## config.mk

```make
export PLATFORM = sky130hd
export DESIGN_NAME = fetch_pc_flat
export DESIGN_NICKNAME = d
export VERILOG_FILES = /design/src/rtl/fetch_pc_if.sv /design/src/rtl/fetch_pc.sv /design/src/flat_wrapper.sv
export SDC_FILE = /design/constraint.sdc
export NUM_CORES = 1
export LEC_CHECK = 0
export BUFFER_PORTS_ARGS = -buffer_cell sky130_fd_sc_hd__buf_2
export CORE_ASPECT_RATIO = 1.25
export CORE_MARGIN = 10
export CORE_UTILIZATION = 50
export DETAILED_ROUTE_END_ITERATION = 8
export GPL_ROUTABILITY_DRIVEN = 0
export GPL_TIMING_DRIVEN = 1
export PLACE_DENSITY = 0.91
export SLEW_MARGIN = 20
export SYNTH_ARGS = -nofsm -noshare
export SYNTH_HDL_FRONTEND = slang
export SYNTH_SLANG_ARGS = --single-unit
```

## constraint.sdc

```tcl
create_clock -name CLK -period 4.9 [get_ports CLK]
set_input_delay 0.98 -clock CLK [delete_from_list [all_inputs] [get_ports CLK]]
set_output_delay 0.98 -clock CLK [all_outputs]
set_load 0.05 [all_outputs]
```

## src/rtl/fetch_pc_if.sv

```systemverilog
// fetch_pc_if: control/address bundle between the decode stage and the fetch PC sequencer
// Signals: Start/StartAddr begin a run, Halt/Stall/BranchTaken/PCAddr steer it,
// PC/InstValid/Done report it; CycleCount exists only when CYCLE_CNT_EN is defined.
// Modports: master = decode/environment side, slave = fetch_pc.
interface fetch_pc_if #(parameter int PC_W = 16);
  logic            Start;
  logic [PC_W-1:0] StartAddr;
  logic            Halt;
  logic            Stall;
  logic            BranchTaken;
  logic [PC_W-1:0] PCAddr;
  logic [PC_W-1:0] PC;
  logic            InstValid;
  logic            Done;
`ifdef CYCLE_CNT_EN
  logic [31:0]     CycleCount;
`endif
  modport master (
    output Start, StartAddr, Halt, Stall, BranchTaken, PCAddr,
`ifdef CYCLE_CNT_EN
    input CycleCount,
`endif
    input PC, InstValid, Done
  );
  modport slave (
    input Start, StartAddr, Halt, Stall, BranchTaken, PCAddr,
`ifdef CYCLE_CNT_EN
    output CycleCount,
`endif
    output PC, InstValid, Done
  );
endinterface

```

## src/rtl/fetch_pc.sv

```systemverilog
// fetch_pc: program counter and fetch sequencer for the Divvy core
// Ports: CLK (rising edge), Reset_n (asynchronous, active low),
//   bus (fetch_pc_if.slave): Start/StartAddr, Halt, Stall, BranchTaken/PCAddr in; PC, InstValid, Done out.
// Optional macro CYCLE_CNT_EN adds bus.CycleCount, a saturating count of cycles spent in RUN.
module fetch_pc #(
  parameter int              PC_W     = 16,
  parameter logic [PC_W-1:0] MAX_ADDR = 16'hFFFF
) (
  input logic       CLK,
  input logic       Reset_n,
  fetch_pc_if.slave bus
);
  typedef enum logic [1:0] {IDLE = 2'd0, RUN = 2'd1, DONE = 2'd2} state_t;
  state_t          state;
  logic [PC_W-1:0] pc;
  logic            inst_valid;
  logic            done;
  assign bus.PC        = pc;
  assign bus.InstValid = inst_valid;
  assign bus.Done      = done;
  // Falling off MAX_ADDR ends the run only on a plain sequential step; branches are unchecked.
  always_ff @(posedge CLK or negedge Reset_n)
    if (!Reset_n) begin
      state      <= IDLE;
      pc         <= '0;
      inst_valid <= 1'b0;
      done       <= 1'b0;
    end else
      case (state)
        IDLE, DONE:
          if (bus.Start) begin
            state      <= RUN;
            pc         <= bus.StartAddr;
            inst_valid <= 1'b1;
            done       <= 1'b0;
          end
        RUN:
          if (bus.Start)
            pc <= bus.StartAddr;
          else if (bus.Halt || (!bus.Stall && !bus.BranchTaken && pc == MAX_ADDR)) begin
            state      <= DONE;
            inst_valid <= 1'b0;
            done       <= 1'b1;
          end else if (!bus.Stall)
            pc <= bus.BranchTaken ? bus.PCAddr : pc + PC_W'(1);
        default: begin
          state      <= IDLE;
          inst_valid <= 1'b0;
          done       <= 1'b0;
        end
      endcase
`ifdef CYCLE_CNT_EN
  logic [31:0] cycle_count;
  assign bus.CycleCount = cycle_count;
  // Every edge taken in RUN counts (stalls and the ending edge included); a restart clears instead.
  always_ff @(posedge CLK or negedge Reset_n)
    if (!Reset_n)
      cycle_count <= '0;
    else if (bus.Start && state inside {IDLE, RUN, DONE})
      cycle_count <= '0;
    else if (state == RUN && cycle_count != '1)
      cycle_count <= cycle_count + 32'd1;
`endif
endmodule
```

## src/flat_wrapper.sv

```systemverilog
// flat-port wrapper written by rule: the top's interface ports become plain ports
module fetch_pc_flat 
#(
  parameter int              PC_W     = 16,
  parameter logic [PC_W-1:0] MAX_ADDR = 16'hFFFF
)
  (CLK, Reset_n, bus_Start, bus_StartAddr, bus_Halt, bus_Stall, bus_BranchTaken, bus_PCAddr, bus_PC, bus_InstValid, bus_Done);
  fetch_pc_if #(.PC_W(PC_W)) bus_i ();
  input logic CLK;
  input logic Reset_n;
  input wire logic [$bits(bus_i.Start)-1:0] bus_Start;
  input wire logic [$bits(bus_i.StartAddr)-1:0] bus_StartAddr;
  input wire logic [$bits(bus_i.Halt)-1:0] bus_Halt;
  input wire logic [$bits(bus_i.Stall)-1:0] bus_Stall;
  input wire logic [$bits(bus_i.BranchTaken)-1:0] bus_BranchTaken;
  input wire logic [$bits(bus_i.PCAddr)-1:0] bus_PCAddr;
  output wire logic [$bits(bus_i.PC)-1:0] bus_PC;
  output wire logic [$bits(bus_i.InstValid)-1:0] bus_InstValid;
  output wire logic [$bits(bus_i.Done)-1:0] bus_Done;
  assign bus_i.Start = bus_Start;
  assign bus_i.StartAddr = bus_StartAddr;
  assign bus_i.Halt = bus_Halt;
  assign bus_i.Stall = bus_Stall;
  assign bus_i.BranchTaken = bus_BranchTaken;
  assign bus_i.PCAddr = bus_PCAddr;
  assign bus_PC = bus_i.PC;
  assign bus_InstValid = bus_i.InstValid;
  assign bus_Done = bus_i.Done;
  fetch_pc #(.PC_W(PC_W), .MAX_ADDR(MAX_ADDR)) u_core (.CLK(CLK), .Reset_n(Reset_n), .bus(bus_i));
endmodule
```

==> metrics.cfg <==
[setup_path]
endpoint_kind=register
cp_max_fo=26
r2r_start=u_core.bus.PC[0]
worst-path-stages=5
worstSetupStartpointType=input port
cp_slowest_cell=o21ai_4
arrival_ns=2.49
path_class=in -> reg
required_ns=5.10
r2r_setup_slack_ns=2.69
rr_endpoint=u_core.bus.PC[12]
crit_family=compound AO/OA/AOI/OAI gates
crit_start=bus_BranchTaken
cp_num_buf_inv=1
cp_cell_sequence=buf_2 > a2111o_1 > o21ai_4 > a21oi_1 > a211o_1
cp-endpoint=u_core.bus.PC[12]
ff2ff_path_depth=6
cp_slowest_stage_delay_ns=0.48

[clocking]
cts_resized=0
tritoncts=yes
ctsHoldBuffers=0
cts.sinks=20
clk_latency_ns=0.30
h-tree-depth=1
cts.clk_slew.worst_paths_ns=0.12
cts-root-buf=clkbuf_4
post-cts-setup-buffers=0
cts-buffers-inserted=3
cts_buffer_depth=2

[drt]
antenna_left=0
drtPass1Iterations=4
drc_errors=0
drt_iter0_markers=124
viasPerCell=5.963
via_count=1592
avgRoutedWirePerCell_um=16.36
wirelength_mm=4.369

[outcome]
status=completed

[logic_synthesis]
syn_avg_cell_area_um2=7.882
ys_warn_count=0
syn_nets=226
synthArstFlopShare=1.000
synth-seq-area-share=0.3396
syn_inst=187
syn-cell-area_mm2=0.001474
synth_ff_type=dfrtp_1
yosys.cell_types.count=49
synth-edff-count=0
ys_ff_latch=20

[sta]
min_period_ns=2.290
setup_viol=0
max_clock_freq_mhz=436.7
rsz0062_at_grt=false
drv_slew=0
hold_viol=0
period_share=0.4673
worst_pin_slew_ns=0.6849
finalSetupTns_ns=0
skew_ns=0.002321
final.setup.worst_slack_ns=2.610
relSlewSlack=0.5434

[pwr]
total_power_mw=0.6035
power.switching_mw=0.2957
p_leak_nw=0.8063
pwr-share-seq=0.401
ir_worst_vdd_v=0.0002033
power_density_mw_per_mm2=344.5
p_int_mw=0.3078
combPwrFrac=0.464
swShare=0.4900
clkPwrFrac=0.135

[floorplanning]
coreArea_mm2=0.002759
ios=56
die_h_um=80.70
rows=21
die_x_um=68.56
dieArea_mm2=0.005533
start_util=0.5342

[global_routing]
grtUsageMet2=0.2689
grtUsageTotal=0.1569
grt_pass1_vias=1574
grt-ovfl-total=0
use_met1=0.1825
busiest_layer=met2
antenna_found_initial=0
met3_usage=0.05139
grt_pass1_wl_mm=7.113
grt_max_degree=27

[layout]
drive_gt1_frac=0.2747
area.growth.synth_to_final_pct=18.85
n_antenna_cell=0
nets=274

[placed_design]
io_buffers=55
dp.final_hpwl_mm=3.268
post-place-ws_ns=2.293

[run]
maxCapViolations=0

[worst_hold_path]
hold_path.class=reg -> reg

## layout make-up
type | count | area [um2]
inverters | 2 | 7.507
multi-input cells | 152 | 895.9
flip-flops and latches | 20 | 500.5
well taps | 34 | 42.54
fillers | 271 | 1007
repair buffers | 56 | 282.8
clock buffers | 3 | 22.52
## registers in the layout, indices dropped and copies added, names as in the netlist
signal                cells
u_core.bus.Done           1
u_core.state              2
u_core.bus.InstValid      1
u_core.bus.PC            16
## through the flow
| step | area [um2] | hold slack, ns | utilization | std cells |
|---|---|---|---|---|
| after floorplan | 1474 | 0.5345 | - | 187 |
| after global placement | 1729 | 0.4931 | 0.6268 | 264 |
| after detailed placement | 1729 | 0.4950 | 0.6268 | 264 |
| after CTS | 1752 | 0.5240 | 0.6349 | 267 |
| after global routing | 1752 | 0.5633 | 0.6349 | 267 |
| final | 1752 | 0.5186 | 0.6349 | 267 |
## power by group through the flow
| stage | clock network (mW) | registers (mW) | logic [mW] |
|---|---|---|---|
| floorplan | 0 | 0.341 | 0.108 |
| global placement | 0 | 0.244 | 0.277 |
| detailed placement | 0 | 0.245 | 0.282 |
| CTS | 0.0826 | 0.241 | 0.282 |
| global route | 0.0876 | 0.251 | 0.300 |
| finish | 0.0814 | 0.242 | 0.280 |
## layout by cell type (no fill, tap or decap), types with 3 or more instances in the layout
cell,count
nand2_1,29
o21ai_0,20
clkbuf_4,3
buf_2,55
nor2_1,9
nor3_1,4
nand4_1,3
dfrtp_1,20
nand2b_1,4
and3_1,6
a211oi_1,4
nand3_1,9
xnor2_1,4
o211ai_1,3
a21oi_1,19
## cell usage after synthesis (2+ instances only)
cell type   n  share of area
nand2_1    29          0.074
dfrtp_1    20           0.34
o21ai_0    20          0.068
a21oi_1    19          0.065
nand3_1     9          0.031
nor2_1      9          0.023
and3_1      6          0.025
clkbuf_1    5          0.013
a211oi_1    4          0.020
buf_2       4          0.014
nand2b_1    4          0.017
nor3_1      4          0.014
xnor2_1     4          0.024
nand4_1     3          0.013
o211ai_1    3          0.015
a221oi_1    2          0.012
a2bb2oi_1   2          0.012
a31oi_1     2         0.0085
and2_1      2         0.0085
and4_1      2          0.012
buf_4       2          0.010
mux2i_1     2          0.014
nor2b_1     2         0.0085
o21a_1      2          0.010
o21bai_1    2          0.010
## logic make-up after synthesis
group	synth area share
simple gates	0.2844
mux	0.01358
fa+ha+maj	0.008488
buf+inv	0.05262
compound gates	0.2776
flops	0.3396
xor+xnor	0.02377
## tightest hold or removal path, delay by kind of cell, from the launching register on
family | cells | cell delay [ns]
compound gates | 1 | 0.08
flops | 1 | 0.36
simple gates | 1 | 0.06
## worst min path at each step
| stage | from | to | slack [ns] | depth (start not counted) |
|---|---|---|---|---|
| after global routing | u_core.bus.Done | u_core.bus.Done | 0.56 | 2 |
| after detailed placement | u_core.bus.Done | u_core.bus.Done | 0.50 | 2 |
| after global placement | u_core.bus.Done | u_core.bus.Done | 0.49 | 2 |
| after CTS | u_core.bus.Done | u_core.bus.Done | 0.52 | 2 |
| final | u_core.bus.Done | u_core.bus.Done | 0.52 | 2 |
| after floorplan | u_core.state[0] | u_core.bus.InstValid | 0.53 | 2 |
## routing by layer
metal / vias up / share of wire / wire (um)
li1: 781 / - / -
met1: 742 / 0.38 / 1654
met4: 0 / 0.0039 / 17
met2: 67 / 0.51 / 2245
met3: 2 / 0.10 / 452
met5: - / 0 / 0
Power figures use the tool's default switching activity.
